==> config.mk <==
export PLATFORM = sky130hd
export DESIGN_NAME = mdio_access_arbiter
export DESIGN_NICKNAME = d
export VERILOG_FILES = /design/src/rtl/mdio_access_arbiter.sv
export SDC_FILE = /design/constraint.sdc
export NUM_CORES = 1
export LEC_CHECK = 0
export BUFFER_PORTS_ARGS = -buffer_cell sky130_fd_sc_hd__buf_2
export CORE_MARGIN = 10
export CORE_UTILIZATION = 54
export CTS_CLUSTER_SIZE = 20
export DETAILED_ROUTE_END_ITERATION = 7
export PLACE_DENSITY = 0.86
export SYNTH_ARGS = -nofsm -noshare
export SYNTH_HDL_FRONTEND = slang
export SYNTH_SLANG_ARGS = --single-unit
==> constraint.sdc <==
create_clock -name clk -period 4 [get_ports clk]
set_clock_uncertainty 0.05 [all_clocks]
set_input_delay 0.6 -clock clk [delete_from_list [all_inputs] [get_ports clk]]
set_output_delay 0.6 -clock clk [all_outputs]
set_load 0.03 [all_outputs]
==> src/rtl/mdio_access_arbiter.sv <==
// Two-requester arbiter in front of a single MDIO master engine: round-robin grant, timeout guard, per-requester response.
// Optional MDIO_ARB_FIXED_PRIO_EN: requester 0 always wins contention (bring-up mode).
module mdio_access_arbiter #(
    parameter int TIMEOUT_CYC = 200_000,
    parameter int CNT_W       = 18
) (
    input  logic        clk,
    input  logic        rst_n,

    input  logic        req0_valid,
    output logic        req0_ready,
    input  logic        req0_wr,
    input  logic [4:0]  req0_phy_addr,
    input  logic [4:0]  req0_reg_addr,
    input  logic [15:0] req0_wdata,
    output logic        req0_done,
    output logic [15:0] req0_rdata,
    output logic        req0_err,

    input  logic        req1_valid,
    output logic        req1_ready,
    input  logic        req1_wr,
    input  logic [4:0]  req1_phy_addr,
    input  logic [4:0]  req1_reg_addr,
    input  logic [15:0] req1_wdata,
    output logic        req1_done,
    output logic [15:0] req1_rdata,
    output logic        req1_err,

    output logic        mdio_start,
    output logic        mdio_wr,
    output logic [4:0]  mdio_phy_addr,
    output logic [4:0]  mdio_reg_addr,
    output logic [15:0] mdio_wdata,
    input  logic        mdio_done,
    input  logic [15:0] mdio_rdata,
    input  logic        mdio_nack
);

    typedef enum logic [1:0] {IDLE, START, WAIT, RESP} state_t;

    localparam logic [CNT_W-1:0] TO_LAST = CNT_W'(TIMEOUT_CYC - 1);

    state_t            state_q, state_d;
    logic [CNT_W-1:0]  cnt_q, cnt_d;
    logic              last_grant_q, last_grant_d;
    logic              owner_q, owner_d;
    logic              wr_q, wr_d;
    logic [4:0]        phy_q, phy_d;
    logic [4:0]        reg_q, reg_d;
    logic [15:0]       wdata_q, wdata_d;
    logic [15:0]       rdata0_q, rdata0_d, rdata1_q, rdata1_d;
    logic              err0_q, err0_d, err1_q, err1_d;

    logic              any_valid;
    logic              sel;
    logic              cap_en;
    logic [15:0]       cap_rdata;
    logic              cap_err;

    assign any_valid = req0_valid | req1_valid;

`ifdef MDIO_ARB_FIXED_PRIO_EN
    assign sel = ~req0_valid;
`else
    // On contention the requester that did not win last time gets the grant.
    assign sel = (req0_valid && req1_valid) ? ~last_grant_q : ~req0_valid;
`endif

    assign req0_ready = rst_n && (state_q == IDLE) && any_valid && !sel;
    assign req1_ready = rst_n && (state_q == IDLE) && any_valid &&  sel;

    always_comb begin
        state_d      = state_q;
        cnt_d        = cnt_q;
        last_grant_d = last_grant_q;
        owner_d      = owner_q;
        wr_d         = wr_q;
        phy_d        = phy_q;
        reg_d        = reg_q;
        wdata_d      = wdata_q;
        rdata0_d     = rdata0_q;
        rdata1_d     = rdata1_q;
        err0_d       = err0_q;
        err1_d       = err1_q;
        cap_en       = 1'b0;
        cap_rdata    = 16'h0000;
        cap_err      = 1'b0;

        case (state_q)
            IDLE: begin
                if (any_valid) begin
                    owner_d      = sel;
                    last_grant_d = sel;
                    wr_d         = sel ? req1_wr       : req0_wr;
                    phy_d        = sel ? req1_phy_addr : req0_phy_addr;
                    reg_d        = sel ? req1_reg_addr : req0_reg_addr;
                    wdata_d      = sel ? req1_wdata    : req0_wdata;
                    state_d      = START;
                end
            end
            START: begin
                cnt_d   = '0;
                state_d = WAIT;
            end
            WAIT: begin
                cnt_d = cnt_q + 1'b1;
                // Engine completion takes precedence over a coincident timeout.
                if (mdio_done) begin
                    cap_en    = 1'b1;
                    cap_rdata = wr_q ? 16'h0000 : mdio_rdata;
                    cap_err   = mdio_nack;
                    state_d   = RESP;
                end else if (cnt_q == TO_LAST) begin
                    cap_en    = 1'b1;
                    cap_rdata = 16'hFFFF;
                    cap_err   = 1'b1;
                    state_d   = RESP;
                end
            end
            RESP: begin
                state_d = IDLE;
            end
            default: begin
                state_d = IDLE;
            end
        endcase

        if (cap_en) begin
            if (owner_q) begin
                rdata1_d = cap_rdata;
                err1_d   = cap_err;
            end else begin
                rdata0_d = cap_rdata;
                err0_d   = cap_err;
            end
        end
    end

    always_ff @(posedge clk) begin
        if (!rst_n) begin
            state_q      <= IDLE;
            cnt_q        <= '0;
            last_grant_q <= 1'b1;
            owner_q      <= 1'b0;
            wr_q         <= 1'b0;
            phy_q        <= 5'd0;
            reg_q        <= 5'd0;
            wdata_q      <= 16'h0000;
            rdata0_q     <= 16'h0000;
            rdata1_q     <= 16'h0000;
            err0_q       <= 1'b0;
            err1_q       <= 1'b0;
        end else begin
            state_q      <= state_d;
            cnt_q        <= cnt_d;
            last_grant_q <= last_grant_d;
            owner_q      <= owner_d;
            wr_q         <= wr_d;
            phy_q        <= phy_d;
            reg_q        <= reg_d;
            wdata_q      <= wdata_d;
            rdata0_q     <= rdata0_d;
            rdata1_q     <= rdata1_d;
            err0_q       <= err0_d;
            err1_q       <= err1_d;
        end
    end

    assign mdio_start    = (state_q == START);
    assign mdio_wr       = wr_q;
    assign mdio_phy_addr = phy_q;
    assign mdio_reg_addr = reg_q;
    assign mdio_wdata    = wdata_q;

    assign req0_done  = (state_q == RESP) && !owner_q;
    assign req1_done  = (state_q == RESP) &&  owner_q;
    assign req0_rdata = rdata0_q;
    assign req1_rdata = rdata1_q;
    assign req0_err   = err0_q;
    assign req1_err   = err1_q;

endmodule

After elaboration in Yosys (flattened, before gate mapping)
Index checks and enable logic that the tools add are counted.
{ "classes": {"add_sub_neg": 1, "mul": 0, "n_div": 0, "order_cmp": 0, "n_eq_ne": 6, "shifts": 0, "mux": 19, "bitwise_logic": 4, "reduce_logical": 15} }
{ "op_table": {"columns": ["op", "n"], "rows": [
  ["16-bit two-way mux", 5],
  ["18-bit case mux with 2 select lines", 1],
  ["18-bit by 1-bit adder with 18-bit output, second input constant", 1],
  ["18-bit equality test, second input constant", 1],
  ["5-bit two-way mux", 2],
  ["2-bit case mux with 4 select lines", 1],
  ["2-bit AND reduction", 4],
  ["1-bit logical AND", 7],
  ["1-bit two-way mux", 7],
  ["2-bit two-way mux", 3],
  ["2-bit equality test, second input constant", 2],
  ["3-bit inequality test, second input constant", 1],
  ["1-bit NOT", 3],
  ["2-bit by 1-bit equality test with 1-bit output, second input constant", 1],
  ["1-bit zero test", 2],
  ["2-bit zero test", 1],
  ["2-bit inequality test, second input constant", 1],
  ["2-bit nonzero test", 1],
  ["1-bit OR", 1]
]} }
{ "word_totals": {"ff_bits": 83, "latchBits": 0, "ramBits": 0, "rom_bits": 0, "output_inout_bits": 66, "wordCells": 57, "memories": 0} }

Logic depth before layout (Yosys ltp)
{ "depth": {"ltp_word": 5, "ltp_mapped": 8, "ltp_nobuf": 6} }

Worst setup path after synthesis
No wires, ideal clock.
{ "synth_path": {"path_kind": "input -> output", "startpoint": "in req1_valid", "endpoint": "out req0_ready", "arrival_time_ps": 1948, "required_ps": 3350, "slack_ps": 1402, "cell_stages": 7, "path_buffers": 3, "cell_sequence": "nor2_1 -> nor2b_1 -> clkbuf_1 -> clkbuf_1 -> buf_1 -> nand2_1 -> nor2_1"} }
{ "synth_between": {"elab_chain_cells": 4, "elab_cells_between_ends": 6, "cone_classes": "mux: 1; bitwise: 1; reduce/logical: 4"} }
{ "synth_lines": {"columns": ["element", "line_no", "text"], "rows": [
  ["start: declaration", "20", "input logic req1_valid,"],
  ["1-bit logical AND", "67", "assign sel = (req0_valid && req1_valid) ? ~last_grant_q : ~req0_valid;"],
  ["1-bit two-way mux", "67", null],
  ["1-bit zero test", "70", "assign req0_ready = rst_n && (state_q == IDLE) && any_valid && !sel;"],
  ["1-bit logical AND *", "70", null],
  ["end: declaration", "11", "output logic req0_ready,"]
]} }
Every way passes the cells marked *; elsewhere a longest branch is shown, timed or not.

Final worst setup path
{ "layout_path": {"startpoint": "reg state_q[0]", "endpoint": "out req0_ready"} }
{ "layout_between": {"elab_chain_cells": 4} }
{ "layout_lines": {"columns": ["element", "line_no", "text"], "rows": [
  ["start: declaration", "44", "state_t state_q, state_d;"],
  ["start signal: assignment", "155", "state_q <= state_d;"],
  ["2-bit zero test", "70", null],
  ["1-bit logical AND (3 in a row)", "70", null]
]} }
Every way passes these cells.

==> impl_metrics.env <==
export IMPL_synth_avg_cell_area_um2=8.46
export IMPL_core_um2=7180
export IMPL_synth_area_um2=3950
export IMPL_p_int_mw=1.58
export IMPL_crit_family="simple AND/OR/NAND/NOR gates"
export IMPL_leakagePower_nw=2.13
export IMPL_status="finished clean"
export IMPL_clock_latency_ps=360
export IMPL_cts_buffers=9
export IMPL_final_seq_area_um2=1660
export IMPL_core_rowCount=31
export IMPL_period_share=0.592
export IMPL_dpl_cell_area_um2=4660
export IMPL_critPathMaxStageDelay_ps=340
export IMPL_cts_setup_buffers=0
export IMPL_rsz0062_at_grt="false"
export IMPL_seq_area_frac_synth=0.421
export IMPL_wl_per_cell_um=15.9
export IMPL_fillers=600
export IMPL_synth_edff_count=0
export IMPL_synth_distinct_cells=40
export IMPL_grt_max_degree=47
export IMPL_multi_input_area_um2=2090
export IMPL_async_flop_share=0
export IMPL_port_buffers=141
export IMPL_fmax_ghz=0.422
export IMPL_tns_ps=0
export IMPL_worstPathMaxFanout=15
export IMPL_regToRegSetupSlack_ps=1670
export IMPL_worst_pin_slew_ps=1220
export IMPL_clk_pin_slew_worst_paths_ps=80
export IMPL_h_tree_depth=3
export IMPL_worst_path_stages=6
export IMPL_cts_sinks=83
export IMPL_hold_depth=2
export IMPL_combPwrFrac=0.399
export IMPL_crit_chain="inv_1 > ha_1 > nor2b_4 > nand2_1 > nor2_1 > buf_2"
export IMPL_cts_resized=0
export IMPL_worstSetupStartpointType="register"
export IMPL_fin_hold_ws_ps=448
export IMPL_net_switching_power_mw=1.11
export IMPL_switching_share=0.413
export IMPL_crit_slowest_cell="dfxtp_1"
export IMPL_synth_cells=467
export IMPL_path_class="register to primary output"
export IMPL_routabilityCongestion=0.821
export IMPL_die_area_um2=11100
export IMPL_start_util=0.551
export IMPL_grt_pass1_vias=3751
export IMPL_overflow=0
export IMPL_syn_num_nets=549
export IMPL_cp_end_kind="primary output"
export IMPL_drtPass1Iterations=4
export IMPL_p_per_area_nw_per_um2=557
export IMPL_clockRootBuffer="clkbuf_8"
export IMPL_yosys_register_bits=83
export IMPL_finalSetupViolations=0
export IMPL_drc=0
export IMPL_required_ps=3350
export IMPL_post_dp_hpwl_um=8080
export IMPL_final_cell_area_um2=4840
export IMPL_areaGrowthSynthToFinish_pct=22.5
export IMPL_grt_total_usage=0.191
export IMPL_vias=3771
export IMPL_final_net_count=668
export IMPL_ant_nets=0
export IMPL_io_pins=142
export IMPL_wl_um=11000
export IMPL_r2r_cells=6
export IMPL_pre_cts_ws_ps=1600
export IMPL_drt_initial_drc_count=120
export IMPL_cts_tree="done"
export IMPL_slew_limit_headroom=0.183
export IMPL_grt_antenna_before_repair=0
export IMPL_worst_ir_drop_vdd_mv=0.331
export IMPL_hold_class="register to register"
export IMPL_clockPowerShare=0.205
export IMPL_diodes=0
export IMPL_layout_drive_gt1_share=0.284
export IMPL_arrival_ps=1720
export IMPL_fin_ws_ps=1630
export IMPL_p_seq_frac=0.396
export IMPL_clk_path_buf_depth=2
export IMPL_via_per_inst=5.47
export IMPL_hold_viol=0
export IMPL_yosysWarnings=0
export IMPL_critPathBufInv=2
export IMPL_synthFlopType="dfxtp_1"
export IMPL_slew_violations=0
export IMPL_die_w_um=106
export IMPL_cts_hold_buf=0
export IMPL_grt_pass1_wl_um=18000
export IMPL_final_min_clock_period_ps=2370
export IMPL_dieHeight_um=106
export IMPL_maxCapViolations=0
## final cells by class
| class | instances | share of cell area |
|---|---|---|
| multi-input cells | 336 | 0.432 |
| flip-flops and latches | 83 | 0.343 |
| repair buffers | 147 | 0.155 |
| clock buffers | 12 | 0.0321 |
| well taps | 99 | 0.0256 |
| inverters | 9 | 0.00698 |
| clock inverters | 4 | 0.00517 |
## kinds of logic (layout without fill, tap and decap cells)
family          Yosys count  after routing  synth area share
mux                      29             29            0.0735
xor+xnor                 13             13            0.0288
flops                    83             83             0.421
compound gates          110            110             0.183
fa+ha+maj                 6              6            0.0190
simple gates            178            178             0.219
buf+inv                  48            172            0.0560
## stage by stage
step	total power, mW	utilization	std cells
global placement	2.13	0.649	674
global route	2.87	0.674	690
CTS	2.71	0.674	690
finish	2.70	0.674	690
detailed placement	2.16	0.649	674
floorplan	1.88	-	467
## registers in the layout, summed over array words and instances (netlist names)
register       cells
mdio_phy_addr      5
last_grant_q       1
mdio_wr            1
cnt_q             18
owner_q            1
mdio_wdata        16
req1_rdata        16
state_q            2
req0_err           1
req0_rdata        16
req1_err           1
mdio_reg_addr      5
## metal layers
metal | vias to the layer above | global-route usage | share of wire
met5 | - | 0 | 0
met4 | 0 | 0.0745 | 0.017
met3 | 15 | 0.0664 | 0.083
met2 | 152 | 0.312 | 0.47
met1 | 1712 | 0.227 | 0.43
li1 | 1892 | - | -
## power by group through the flow
stage	clock network [mW]	registers [mW]	logic, mW
3_3_place_gp	0	1.07	1.06
4_1_cts	0.558	1.07	1.09
6_report	0.552	1.07	1.08
5_1_grt	0.594	1.09	1.19
2_1_floorplan	0	1.29	0.588
3_5_place_dp	0	1.08	1.08
## worst reg2reg max path, stage by stage, from the launching register on
cell     delay (ps)
dfxtp_1         390
inv_1           100
ha_1            460
nand4_1         280
or3_4           410
or4_1           420
a21oi_1         150
## synthesized netlist by cell type (2+ instances only)
master     n  area [um2]
nor3_1     5        25.0
o211a_1    2        20.0
and2_1     2        12.5
a211oi_1  27         203
dfxtp_1   83        1660
nand4_1    2        12.5
nand3_1   38         190
xor2_1     3        26.3
nor2b_1    5        31.3
a21oi_1   38         190
inv_1      8        30.0
nor4_1     4        25.0
buf_6      5        56.3
buf_2      3        15.0
ha_1       6        75.1
nand2_1   12        45.0
o21ai_1    2        10.0
clkbuf_1  28         105
o21ai_0    4        20.0
buf_1      3        11.3
or3_1      2        12.5
mux2i_1   29         290
o211ai_1  34         255
nand2b_1  17         106
and4_1     2        17.5
nor2_1    80         300
xnor2_1   10        87.6
## final timing paths
kind / from / endpoint
setup / recovery: state_q[0]$_SDFFE_PN0P_ / req0_ready
hold / removal: cnt_q[16]$_SDFFE_PN0P_ / cnt_q[16]$_SDFFE_PN0P_
setup reg to reg: state_q[0]$_SDFFE_PN0P_ / cnt_q[17]$_SDFFE_PN0P_
hold reg to reg: cnt_q[16]$_SDFFE_PN0P_ / cnt_q[16]$_SDFFE_PN0P_
## cells in the final DEF (no fill, tap or decap), types with 2 or more instances in the layout
cell	count
mux2i_1	29
a211oi_1	27
nand4_1	2
nand3_1	38
ha_1	6
dfxtp_1	83
inv_1	8
o211a_1	2
xnor2_1	10
nor4_1	4
clkbuf_8	11
nor3_1	5
xor2_1	3
and4_1	2
nand2_1	12
clkinv_2	2
buf_4	6
buf_2	141
nor2b_1	3
o211ai_1	34
and2_1	2
nor2_1	80
a21oi_1	38
nand2b_1	17
or3_1	2
o21ai_0	4
clkinvlp_4	2
No activity file was read; power rests on OpenSTA's default activity.
